`src/rtl/router_fifo.sv`:
```
// Per-channel router output FIFO with header marker and packet byte counter.
// Ports: clock, reset, soft_reset, write_enb, read_enb, lfd_state, data_in -> data_out, full, empty.
module router_fifo #(
  parameter int DEPTH = 16,
  parameter int WIDTH = 9
) (
  input  logic       clock,
  input  logic       reset,
  input  logic       soft_reset,
  input  logic       write_enb,
  input  logic       read_enb,
  input  logic       lfd_state,
  input  logic [7:0] data_in,
  output logic [7:0] data_out,
  output logic       full,
  output logic       empty
);

  localparam int AW = $clog2(DEPTH);
  localparam int PW = AW + 1;

  typedef logic [PW-1:0]    ptr_t;
  typedef logic [WIDTH-1:0] word_t;

  ptr_t       wr_ptr_q, wr_ptr_d;
  ptr_t       rd_ptr_q, rd_ptr_d;
  logic [6:0] pkt_cnt_q, pkt_cnt_d;
  logic [7:0] dout_q, dout_d;
  logic       lfd_q;
  word_t      mem_q [DEPTH];

  logic       clr;
  logic       do_wr;
  logic       do_rd;
  word_t      rd_word;
  word_t      wr_word;

  // Extra pointer MSB disambiguates full from empty.
  assign empty = (wr_ptr_q == rd_ptr_q);
  assign full  = (wr_ptr_q[AW-1:0] == rd_ptr_q[AW-1:0]) &&
                 (wr_ptr_q[AW] != rd_ptr_q[AW]);

  assign clr   = reset | soft_reset;
  assign do_wr = write_enb & ~full & ~clr;
  assign do_rd = read_enb & ~empty & ~clr;

  assign rd_word = mem_q[rd_ptr_q[AW-1:0]];
  // lfd_q lines the marker up with the header byte, one cycle late.
  assign wr_word = WIDTH'({lfd_q, data_in});

  assign data_out = dout_q;

  always_comb begin
    wr_ptr_d  = wr_ptr_q;
    rd_ptr_d  = rd_ptr_q;
    pkt_cnt_d = pkt_cnt_q;
    dout_d    = dout_q;

    if (do_wr) begin
      wr_ptr_d = wr_ptr_q + PW'(1);
    end

    if (do_rd) begin
      rd_ptr_d = rd_ptr_q + PW'(1);
      dout_d   = rd_word[7:0];
      if (rd_word[WIDTH-1]) begin
        // payload length from header plus the parity byte
        pkt_cnt_d = {1'b0, rd_word[7:2]} + 7'd1;
      end else if (pkt_cnt_q != 7'd0) begin
        pkt_cnt_d = pkt_cnt_q - 7'd1;
      end
    end else if (pkt_cnt_q == 7'd0) begin
      // outside a packet the output bus idles at zero
      dout_d = 8'h00;
    end
  end

  always_ff @(posedge clock) begin
    if (clr) begin
      wr_ptr_q  <= '0;
      rd_ptr_q  <= '0;
      pkt_cnt_q <= '0;
      dout_q    <= '0;
      lfd_q     <= 1'b0;
    end else begin
      wr_ptr_q  <= wr_ptr_d;
      rd_ptr_q  <= rd_ptr_d;
      pkt_cnt_q <= pkt_cnt_d;
      dout_q    <= dout_d;
      lfd_q     <= lfd_state;
    end
  end

  always_ff @(posedge clock) begin
    if (clr) begin
      for (int i = 0; i < DEPTH; i++) begin
        mem_q[i] <= '0;
      end
    end else if (do_wr) begin
      mem_q[wr_ptr_q[AW-1:0]] <= wr_word;
    end
  end

endmodule

```
`config.mk`:
```
export PLATFORM = sky130hd
export DESIGN_NAME = router_fifo
export DESIGN_NICKNAME = d
export VERILOG_FILES = /design/src/rtl/router_fifo.sv
export SDC_FILE = /design/constraint.sdc
export NUM_CORES = 1
export LEC_CHECK = 0
export BUFFER_PORTS_ARGS = -buffer_cell sky130_fd_sc_hd__buf_2
export CAP_MARGIN = 20
export CORE_ASPECT_RATIO = 1.25
export CORE_UTILIZATION = 45
export CTS_CLUSTER_SIZE = 20
export DETAILED_ROUTE_END_ITERATION = 12
export GPL_TIMING_DRIVEN = 0
export SYNTH_ARGS = -nofsm -noshare
export SYNTH_HDL_FRONTEND = slang
export SYNTH_SLANG_ARGS = --single-unit
export TNS_END_PERCENT = 50
```
`constraint.sdc`:
```
create_clock -name clock -period 5.98 [get_ports clock]
set_input_delay 0.299 -clock clock [delete_from_list [all_inputs] [get_ports clock]]
set_output_delay 0.299 -clock clock [all_outputs]
set_load 0.1 [all_outputs]
```
# Yosys cells after proc, flatten, opt, wreduce, memory -nomap -nowiden

Memories as Yosys holds them, arrays and structs flattened. A register that Yosys moved wholly into a read port is not among the register bits.
Index checks and enable logic that the tools add are counted.

Bits in registers: 26
Memories: 1
RAM bits: 144
Output and inout bits: 10

Reduce and logical (&&, ||, !) cells: 7
Mux-type cells: 14
Bitwise logic cells: 8
$add $sub $neg: 4
Eq/ne operators: 3

Memory list:

| memory | words | width | rd ports | clocked after Yosys merged registers in | write ports | RTL line | RTL |
|---|---|---|---|---|---|---|---|
| mem_q  | 16    | 9     | 1        | 1                                       | 16          | 30       | `word_t mem_q [DEPTH];` |

Operator list:

| cell                                                                | number |
|---|---|
| 8-bit 2-to-1 mux                                                    | 2 |
| 7-bit 2-to-1 mux                                                    | 2 |
| 4-bit 2-to-1 mux                                                    | 3 |
| 5-bit by 1-bit adder with 5-bit output (second input constant)      | 2 |
| 9-bit 2-to-1 mux                                                    | 1 |
| 9-bit OR reduction                                                  | 1 |
| 6-bit by 1-bit adder with 7-bit output (second input constant)      | 1 |
| 7-bit logical NOT                                                   | 1 |
| 7-bit nonzero test                                                  | 1 |
| 7-bit by 1-bit subtractor with 7-bit output (second input constant) | 1 |
| 1-bit 2-to-1 mux                                                    | 6 |
| 5-bit equality test                                                 | 1 |
| 1-bit bitwise AND                                                   | 4 |
| 4-bit equality test                                                 | 1 |
| 2-bit nonzero test                                                  | 2 |
| 1-bit NOT                                                           | 3 |
| 2-bit AND reduction                                                 | 1 |
| 1-bit logical AND                                                   | 1 |
| 1-bit != test                                                       | 1 |
| 1-bit bitwise OR                                                    | 1 |

# Logic depth before layout (Yosys ltp)

Gate-level depths: netlist of run 1.

Depth after elaboration: 10
Mapped depth: 10

# Worst setup path before layout of run 1

Ideal clock, no wire load.

Path kind: register to output
Start: reg wr_ptr_q[2]
End: out empty
Setup slack: 3.559 ns
Stages on the path, launching flop included: 5
Data required time: 5.681 ns
Arrival time: 2.122 ns
Cells stage by stage: dfxtp_1 -> buf_2 -> xnor2_1 -> nand4_1 -> nor2_1

Longest elaborated chain between the ends: 1

Ends and longest elaborated chain:

| element                | RTL line | RTL |
|---|---|---|
| from (decl)            | 25       | `ptr_t wr_ptr_q, wr_ptr_d;` |
| from (signal assigned) | 86       | `wr_ptr_q <= wr_ptr_d;` |
| 5-bit equality test    | 39       | `assign empty = (wr_ptr_q == rd_ptr_q);` |
| to (decl)              | 16       | `output logic empty` |

Every way passes these cells.

==> results of run 1 <==
cell usage after synthesis, drive strengths merged, types with 2 or more instances:
library cell / instances
and2: 145
edfxtp: 144
mux4: 38
nor2: 32
dfxtp: 30
nand2: 23
nand3: 23
clkbuf: 18
o21ai: 18
buf: 14
a21oi: 12
xnor2: 10
mux2i: 9
xor2: 9
a22oi: 8
nor3: 8
ha: 7
nand2b: 6
inv: 5
nand4: 5
o211ai: 4
nor2b: 3
or3: 3
o21a: 2
o22ai: 2
registers in the layout (all words and copies together), names as in the netlist, named ones only:
register   count
wr_ptr_q       5
pkt_cnt_q      7
rd_ptr_q       5
mem_q        144
data_out       8
lfd_q          1
area by class of cell:
cell class | instances | area [um^2]
clock buffer | 18 | 429
clock inverter | 14 | 135
buffer | 32 | 184
inverter | 5 | 18.8
multi-input combinational | 376 | 3000
timing repair buffer | 36 | 215
fill | 1545 | 8380
sequential | 174 | 4920
tap | 224 | 280
power groups by stage:
stage | sequential [mW] | combinational [mW] | clock [mW]
finish | 1.36 | 0.139 | 1.07
global route | 1.37 | 0.149 | 1.13
CTS | 1.36 | 0.139 | 1.08
detailed placement | 1.39 | 0.139 | 0
global placement | 1.39 | 0.130 | 0
floorplan | 1.39 | 0.0818 | 0
path summary, 6_finish.rpt:
| kind | end | startpoint | cells after the start |
|---|---|---|---|
| max | mem_q[1][3]$_SDFFCE_PN0P_ | wr_ptr_q[3]$_SDFFE_PP0P_ | 7 |
| min | lfd_q$_SDFF_PP0_ | lfd_state | 2 |
| max reg2reg | mem_q[1][3]$_SDFFCE_PN0P_ | wr_ptr_q[3]$_SDFFE_PP0P_ | 7 |
| min reg2reg | pkt_cnt_q[6]$_SDFFE_PP0P_ | pkt_cnt_q[6]$_SDFFE_PP0P_ | 2 |
per-stage QoR:
stage / power (mW) / instances
final: 2.58 / 879
after global routing: 2.64 / 879
after CTS: 2.59 / 877
after detailed placement: 1.53 / 845
after global placement: 1.52 / 834
after floorplan: 1.47 / 587
kinds of logic after synthesis:
| family | Yosys count | synth area share [%] |
|---|---|---|
| AOI/OAI and AO/OA | 50 | 3.85 |
| xor gates and xnor gates | 19 | 2.05 |
| adders and majority gates | 7 | 1.08 |
| buffers and inverters | 37 | 2.49 |
| DFF | 174 | 60.6 |
| muxes | 47 | 12.4 |
| and+or+nand+nor | 253 | 17.6 |
per-layer routing:
metal  vias to the layer above  track usage [%]  share of wire [%]
met4                         0             12.0                4.6
met5                         -                0                  0
li1                       2283                -                  -
met3                        52             4.38                4.2
met1                      2488             26.7                 39
met2                       161             39.6                 52
worst max-delay path: stages, from the launching register on:
cell and delay, ns:
dfxtp_1 0.31, buf_2 0.23, xnor2_1 0.09, nand4_1 0.27, o21a_1 0.31, nand3_1 0.33, nor3_1 0.97, nand2b_1 0.53
==> impl_metrics.yaml, run 1 <==
power:
  powerDensity_nw_per_um2: 280
  power_frac_comb_pct: 5.4
  p_clk_share_pct: 41.7
  p_seq_share_pct: 52.9
  netSwitchingFraction_pct: 23.1
  ir_drop_v: 0.000192
  leakagePower_nw: 3.46
  p_sw_mw: 0.596
  p_int_mw: 1.98
clocking:
  cts.hold.buffers_added: 0
  h-tree-depth: 4
  clk_pin_slew_ns: 0.07
  tritoncts: "done"
  cts.repair.resized: 0
  clk_latency_ns: 0.43
  cts.path.max_buffers: 2
  postCtsSetupRepairBufs: 0
  cts-buffers-inserted: 17
  cts-root-buf: "clkbuf_16"
  numClockSinks: 174
setup_path:
  crit_fanout: 10
  r2r_setup_slack_ns: 2.57
  critPathArrivalTime_ns: 3.48
  crit_type: "reg -> reg"
  start_kind: "register"
  crit_required_ns: 6.04
  end_kind: "register"
sta:
  timing.fmax_mhz: 293
  finalClockSkew_ns: 0.0102
  min_period_over_period_pct: 57.1
  slew_headroom_pct: 24.4
  tightest_slew_ns: 1.13
  min_period_ns: 3.41
  setup_viol: 0
  slew_violations: 0
  setup_ws_ns: 2.57
  whs_ns: 0.0745
  grt_setup_unrepaired: "false"
  finalSetupTns_ns: 0
  hold_viol: 0
floorplanning:
  placementRows: 54
  start_util_pct: 46.3
  dieArea_um2: 18600
  die_x_um: 122
  ioPinCount: 24
  core-area_um2: 17600
  die_h_um: 152
run:
  drv_cap: 0
grt:
  overflow: 0
  antenna_found_initial: 0
  grt_max_degree: 17
  grt_pass1_vias: 5178
  track_usage_pct: 23.0
  grt_first_pass_wirelength_um: 30400
logic_synthesis:
  synth_edf_count: 144
  synth_area_leaders: "edfxtp_1 53%, and2_1 11%, dfxtp_1 7.4%"
  yosysWarnings: 0
  synth-main-ff-cell: "edfxtp_1"
  yosysUniqueCellTypes: 45
  yosysSeqAreaShare_pct: 60.6
  syn_avg_cell_area_um2: 13.9
  syn_inst: 587
  synth-seq-cells: 174
  yosys.area.top_type: "edfxtp_1"
  synth_area_um2: 8130
  async_reset_ff_share_pct: 0
  synth_top_area_share_pct: 53.2
  synth_fp_nets: 608
route:
  drtIter0Drc: 383
  via_per_inst: 5.67
  drt.antenna.violating_nets: 0
  wl_per_cell_um: 22.5
  drc_errors: 0
  routed_wl_um: 19700
  route.vias.total: 4984
  drt-pass1-iter-count: 5
cells_and_area:
  design_area_um2: 9190
  num_antenna_cells: 0
  final_layout_size_suffix_gt1_share_pct: 16.5
  final_cell_mix: "145 x and2_1, 144 x edfxtp_1, 32 x nor2_1"
  final_common_cell: "and2_1"
  postLayoutCoreUtil_pct: 52.3
  syn_to_final_growth_pct: 13.0
  fin_nets: 663
placement:
  gp_congestion: 0.842
  numPortBuffers: 23
  place_area_um2: 8610
  dp_hpwl_um: 14200
  pre_cts_ws_ns: 2.46
min_path:
  hold_class: "in -> reg"
status:
  status: "finished, final reports clean"
Note: power is estimated with default switching activity, not from simulation.
==> run 2: changes to the inputs <==
==> constraint.sdc (replaced) <==
create_clock -name clock -period 3 [get_ports clock]
set_input_delay 0.15 -clock clock [delete_from_list [all_inputs] [get_ports clock]]
set_output_delay 0.15 -clock clock [all_outputs]
set_load 0.1 [all_outputs]
==> run 2 against run 1 <==
- sequential power up 100%
- non-clock buffer count grew 5
- core utilization rose by 0.63 points
- total power grew 99%
- first-iteration DRC count increased by 2.6%
- clock power up 99%
- count of clock-buffer cells in the layout stayed put
- setup slack worse by 2.5 ns
- die area unchanged
- sequential share of layout area down 0.63 points
- final area increased by 1.2%
- cell count up 0.57%
- critical path type unchanged
- largest cell class unchanged
- largest power group unchanged
==> impl_metrics.yaml, run 2 (synthesis results as in run 1) <==
power:
  powerDensity_nw_per_um2: 552
  leakagePower_nw: 3.49
  power_mw: 5.13
  ir_drop_v: 0.000362
sta:
  min_period_over_period_pct: 97.6
  hold_viol: 0
  setup_viol: 0
  min_period_ns: 2.93
  timing.fmax_mhz: 342
  slew_headroom_pct: 39.6
  finalClockSkew_ns: 0.00888
  grt_setup_unrepaired: "true"
  whs_ns: 0.0702
  slew_violations: 0
  tightest_slew_ns: 0.906
route:
  wl_per_cell_um: 22.5
  route.vias.total: 4993
  drtIter0Drc: 393
  drt-pass1-iter-count: 5
  drc_errors: 0
  via_per_inst: 5.65
  drt.antenna.violating_nets: 0
  routed_wl_um: 19900
cells_and_area:
  design_area_um2: 9300
  final_common_cell: "and2_1"
  largest_register: "mem_q"
  num_antenna_cells: 0
  fin_nets: 668
  largest_register_ffs: 144
  postLayoutCoreUtil_pct: 52.9
  syn_to_final_growth_pct: 14.4
  final_cell_mix: "145 x and2_1, 144 x edfxtp_1, 31 x nor2_1"
  final_layout_size_suffix_gt1_share_pct: 18.9
floorplanning:
  die_x_um: 122
  die_h_um: 152
  dieArea_um2: 18600
  placementRows: 54
  core-area_um2: 17600
  start_util_pct: 46.3
  ioPinCount: 24
grt:
  overflow: 0
  antenna_found_initial: 0
  track_usage_pct: 23.0
  grt_first_pass_wirelength_um: 30400
  grt_pass1_vias: 5202
  grt_max_degree: 17
status:
  status: "finished, final reports clean"
clocking:
  cts-buffers-inserted: 17
  cts-root-buf: "clkbuf_16"
  cts.path.max_buffers: 2
  numClockSinks: 174
  clk_latency_ns: 0.43
  tritoncts: "done"
  clk_pin_slew_ns: 0.07
  h-tree-depth: 4
placement:
  numPortBuffers: 23
  dp_hpwl_um: 14200
  gp_congestion: 0.842
  place_area_um2: 8610
setup_path:
  crit_required_ns: 3.14
  start_kind: "register"
  crit_fanout: 9
  critPathArrivalTime_ns: 3.07
  end_kind: "register"
  crit_type: "reg -> reg"
min_path:
  hold_class: "in -> reg"
run:
  drv_cap: 0
## run 2: worst paths after layout
path	cells after the start	slack [ns]	from	end
max	7	0.07	wr_ptr_q[3]$_SDFFE_PP0P_	mem_q[4][5]$_SDFFCE_PN0P_
min	2	0.07	data_in[0]	mem_q[8][0]$_SDFFCE_PN0P_
max reg2reg	7	0.07	wr_ptr_q[3]$_SDFFE_PP0P_	mem_q[4][5]$_SDFFCE_PN0P_
min reg2reg	2	0.46	pkt_cnt_q[6]$_SDFFE_PP0P_	pkt_cnt_q[6]$_SDFFE_PP0P_
## run 2: metrics by stage
step / std cells / setup slack, ns / setup TNS (ns)
after global routing: 884 / -0.0671 / -0.976
after CTS: 878 / -0.0679 / -0.586
final: 884 / 0.0722 / 0
after detailed placement: 845 / -0.516 / -12.44
after floorplan: 587 / 0.670 / 0
after global placement: 834 / -0.423 / -37.83
## run 2: report_power, final
part	leakage, nW	switching (mW)	internal, mW
registers	1.85	0.0252	2.69
logic	1.36	0.186	0.0971
clock network	0.275	0.973	1.16
total	3.49	1.18	3.95
## run 2: area by class of cell
cell class | instances | area, um^2
plain buffers | 32 | 184
clock buffers | 18 | 429
clock inverters | 14 | 135
fillers | 1533 | 8270
inverters | 5 | 18.8
multi-input cells | 376 | 3070
flip-flops and latches | 174 | 4920
well taps | 224 | 280
repair buffers | 41 | 258
## run 2: critical path: stages (launching register included)
cell and delay [ns]:
dfxtp_1 0.31, buf_2 0.29, xnor2_1 0.10, nand4_1 0.30, o21a_1 0.33, nand3_1 0.41, o21ai_1 0.63, buf_4 0.27
## run 2: routing by layer
metal / vias up / part of all wire, % / GRT usage, %
met3: 54 / 4.0 / 4.38
met5: - / 0 / 0
met2: 156 / 52 / 39.6
met1: 2489 / 39 / 26.5
met4: 0 / 4.7 / 12.5
li1: 2294 / - / -
## run 2: what timing repair did
item	4_1_cts	5_1_grt
buffers inserted	0	6
hold buffers	1	0
hold endpoints to repair	1	0
endpoints found under the setup margin	27	82
pin swaps	0	3
gates resized for setup	11	6
